[src/rtl/plu_controller.sv]
// PLU sequencer: accepts a job, steps the MUL/ADD/RELU register enables and presents the result;
// out_valid follows the accept edge by 4 cycles, and while out_ready is low the result holds with every enable low.
module plu_controller #(
    parameter int CNT_W = 16
) (
    input  logic             clk,
    input  logic             rst,
    input  logic             in_valid,
    output logic             in_ready,
    output logic             out_valid,
    input  logic             out_ready,
    output logic             w_we,
    output logic             a_we,
    output logic             r1_we,
    output logic             r2_we,
    output logic             r3_we,
    input  logic             overflow,
    output logic             ovf_flag,
    output logic             busy,
    output logic [CNT_W-1:0] job_count
);
    typedef enum logic [2:0] {IDLE, MUL, ADD, RELU, DONE} state_t;

    state_t state;
    logic   acc;
    logic   consume;

    // A new job may enter in the same cycle the previous result is taken.
    assign in_ready = (state == IDLE) | ((state == DONE) & out_ready);
    assign acc      = in_valid & in_ready;
    assign consume  = out_valid & out_ready;
    assign w_we     = acc;
    assign a_we     = acc;

    always_ff @(posedge clk or posedge rst) begin
        if (rst) begin
            state     <= IDLE;
            r1_we     <= 1'b0;
            r2_we     <= 1'b0;
            r3_we     <= 1'b0;
            out_valid <= 1'b0;
            busy      <= 1'b0;
            ovf_flag  <= 1'b0;
            job_count <= '0;
        end else begin
            r1_we <= 1'b0;
            r2_we <= 1'b0;
            r3_we <= 1'b0;

            if (consume)
                job_count <= job_count + CNT_W'(1);

            // Stale stage contents may also raise overflow; that only errs towards flagging.
            if (acc)
                ovf_flag <= 1'b0;
            else if (state inside {MUL, ADD, RELU})
                ovf_flag <= ovf_flag | overflow;

            case (state)
                IDLE: begin
                    if (acc) begin
                        state <= MUL;
                        r1_we <= 1'b1;
                        busy  <= 1'b1;
                    end
                end
                MUL: begin
                    state <= ADD;
                    r2_we <= 1'b1;
                end
                ADD: begin
                    state <= RELU;
                    r3_we <= 1'b1;
                end
                RELU: begin
                    state     <= DONE;
                    out_valid <= 1'b1;
                end
                DONE: begin
                    if (out_ready) begin
                        out_valid <= 1'b0;
                        if (acc) begin
                            state <= MUL;
                            r1_we <= 1'b1;
                        end else begin
                            state <= IDLE;
                            busy  <= 1'b0;
                        end
                    end
                end
                default: begin
                    state     <= IDLE;
                    out_valid <= 1'b0;
                    busy      <= 1'b0;
                end
            endcase
        end
    end
endmodule

[config.mk]
export PLATFORM = sky130hd
export DESIGN_NAME = plu_controller
export DESIGN_NICKNAME = d
export VERILOG_FILES = /design/src/rtl/plu_controller.sv
export SDC_FILE = /design/constraint.sdc
export NUM_CORES = 1
export LEC_CHECK = 0
export ABC_CLOCK_PERIOD_IN_PS = 1800
export CORE_ASPECT_RATIO = 1.1
export CORE_MARGIN = 1.5
export CORE_UTILIZATION = 40
export CTS_CLUSTER_SIZE = 20
export DETAILED_ROUTE_END_ITERATION = 10
export GPL_TIMING_DRIVEN = 0
export HOLD_SLACK_MARGIN = 0.05
export PLACE_DENSITY = 0.66
export SLEW_MARGIN = 15
export SYNTH_ARGS = -nofsm -noshare
export SYNTH_HDL_FRONTEND = slang
export SYNTH_SLANG_ARGS = --single-unit
[constraint.sdc]
create_clock -name clk -period 1.8 [get_ports clk]
set_clock_uncertainty 0.2 [all_clocks]
set_input_delay 0.27 -clock clk [delete_from_list [all_inputs] [get_ports clk]]
set_output_delay 0.27 -clock clk [all_outputs]
set_load 0.01 [all_outputs]
==> results.toml <==
[timing]
timing.slew.headroom_pct = 38.39
whs_ps = 253.7
min_period_ps = 1755
fin_crit_sh_pct = 97.48
worstMarginPinSlew_ps = 923.1
hold_viol = 0
tns_ps = 0
max_clock_freq_ghz = 0.5699
layout_setup_ws_ps = 45.43
slew_violations = 0
finalSetupViolations = 0

[yosys]
synthCells = 95
yosys.area.top_type = "dfrtp_1"
seq_area_frac_synth_pct = 56.82
synth-seq-cells = 25
ys_types = 26
syn-cell-area_um2 = 1101
syn-num-nets = 101
synth_warnings = 0
synth_area_per_cell_um2 = 11.59
synth_top_area_share_pct = 56.82
synth.top_cells.by_area = "dfrtp_1 (57%), xnor2_1 (8.0%), nand3_1 (4.5%)"

[finish]
final_nets = 155
insertedDiodeCount = 0
syn_to_final_growth_pct = 47.61
drive_gt1_share_pct = 26.35

[grt]
grt_start_max_net_pins = 26
use_met3_pct = 3.093
globalRouteOverflowTotal = 0
grt_pass1_wl_mm = 3.643
gr-max-usage-layer = "met2"
use_met1_pct = 20.68
grt_pass1_vias = 861
grt_usage_pct = 15.86
grtUsageMet2_pct = 27.32
antenna_found_initial = 0

[place]
hpwl_mm = 1.467
io_buffers = 29
post-place-ws_ps = -622.2
gp_congestion = 0.7099

[drt]
post-route-drc-count = 0
avgRoutedWirePerCell_um = 12.65
viasPerCell = 4.966
drt-total-wl_mm = 2.264
ant_nets = 0
dr.first_iter.drc_count = 11
vias = 889
first_pass_iters = 4

[cts]
cts_root_buf = "clkbuf_4"
clkLatencyLatePin_ps = 300
tritoncts = "built"
clk_pin_slew_ps = 130
clkSinkCount = 25
clockBufferDepth = 2
ctsHtreeMaxLevel = 1
cts_buffers = 3

[floorplan]
coreArea_um2 = 2567
die_h_um = 58.03
dieArea_um2 = 3077
die_x_um = 53.03
rows = 19
start_util_pct = 42.88
num_io_pins = 30

[setup_path]
cp.arrival_ps = 1280
cp_max_fo = 5
slowest_stage = "clkdlybuf4s50_1"
critPathTopFamily = "buffers and inverters"
start_kind = "flop"
path_buf_inv = 1
crit_path_end_kind = "output port"
crit_path_max_incr_delay_ps = 560
cp_cell_sequence = "clkdlybuf4s50_1"
criticalPathCategory = "reg -> out"
critPathRequiredTime_ps = 1330

[status]
status = "completed"

[flow_run]
max_cap_viol_count = 0

[power]
power_mw = 2.172
p_leak_nw = 0.7710
vdd_drop_max_mv = 0.9491
power.density_nw_per_um2 = 1336

[min_path]
min_path_type = "in -> async"
[layout by cell type (no fill, tap or decap), drive strengths merged]
cell type / netlist / final
clkbuf: 0 / 5
clkdlybuf4s50: 0 / 24
nor2: 4 / 4
mux2: 1 / 1
nand3b: 1 / 1
nand2b: 1 / 1
a21oi: 4 / 4
dlygate4sd2: 0 / 1
xor2: 5 / 5
buf: 1 / 22
nand2: 6 / 6
clkdlybuf4s15: 0 / 1
dlymetal6s2s: 0 / 1
and3: 6 / 6
o21ai: 3 / 3
and2: 2 / 2
nand3: 11 / 11
dfrtp: 25 / 25
ha: 1 / 1
xnor2: 10 / 10
or2: 1 / 1
nor4: 1 / 1
nor3: 4 / 4
inv: 3 / 3
o31ai: 1 / 1
or2b: 1 / 1
nand4: 3 / 3
[cells in the mapped netlist]
cell type / n
o31ai_1: 1
inv_2: 1
nand3_1: 10
or2b_1: 1
nor3_1: 2
inv_1: 2
nand2b_1: 1
nand3b_1: 1
dfrtp_1: 25
nor4_4: 1
nor2_1: 4
mux2_2: 1
nor3_4: 1
nand4_1: 3
a21oi_1: 4
nand3_4: 1
xor2_1: 5
ha_1: 1
nand2_1: 6
or2_1: 1
and3_1: 6
xnor2_1: 10
o21ai_0: 3
nor3_2: 1
and2_1: 2
buf_4: 1
[cell families after synthesis]
| logic type | count (synthesis) | share of synthesized area (%) |
|---|---|---|
| adders and majority gates | 1 | 1.136 |
| AOI/OAI and AO/OA | 8 | 3.864 |
| and+or+nand+nor | 41 | 23.52 |
| buffers and inverters | 4 | 1.705 |
| xor gates and xnor gates | 15 | 11.93 |
| muxes | 1 | 1.023 |
| DFF | 25 | 56.82 |
[per-stage QoR]
step | util, % | cells | cell area, µm²
4_1_cts | 59.36 | 166 | 1524
6_report | 63.30 | 179 | 1625
2_1_floorplan | - | 95 | 1101
3_3_place_gp | 55.70 | 155 | 1430
3_5_place_dp | 55.70 | 155 | 1430
5_1_grt | 63.30 | 179 | 1625
[metal layers]
metal  vias to the layer above  share of wire, %
li1                        434                 -
met1                       434                44
met2                        21                52
met3                         0               4.2
met4                         0                 0
met5                         -                 0
[report_power, final]
group,total [mW],switching (mW),internal [mW],leakage (nW)
combinational,1.07,0.473,0.595,0.438
clock,0.243,0.156,0.0863,0.0150
sequential,0.861,0.132,0.730,0.318
[layout make-up]
cell class,count,area [µm²]
flip-flops and latches,25,630.6
clock buffers,4,26.28
repair buffers,49,434.2
multi-input cells,66,476.7
inverters,3,11.26
well taps,31,38.79
fillers,222,942.2
plain buffers,1,7.507
[worst paths after layout]
path,slack [ps],to,start,cells past startpoint
setup / recovery,50,job_count[8],job_count[8]$_DFFE_PP0P_,1
hold / removal,250,r1_we$_DFF_PP0_,rst,2
setup reg to reg,170,job_count[13]$_DFFE_PP0P_,out_valid$_DFFE_PP0P_,5
hold reg to reg,280,job_count[15]$_DFFE_PP0P_,job_count[15]$_DFFE_PP0P_,1
max in group asynchronous,530,job_count[6]$_DFFE_PP0P_,rst,2
min in group clk,280,job_count[15]$_DFFE_PP0P_,job_count[15]$_DFFE_PP0P_,1
[sequential cells by signal, summed over array words and instances, names as in the netlist]
name and cells:
out_valid 1, r3_we 1, r2_we 1, state 3, job_count 16, ovf_flag 1, busy 1, r1_we 1
[what timing repair did]
item                       4_1_cts  5_1_grt
setup endpoints to repair        8       13
pin swaps                        1        0
hold endpoints to repair         0        0
hold buffers                     0        0
buffers inserted                 7       13
cloned                           0        0
gates resized for setup         13        4
Power figures use the tool's default switching activity.
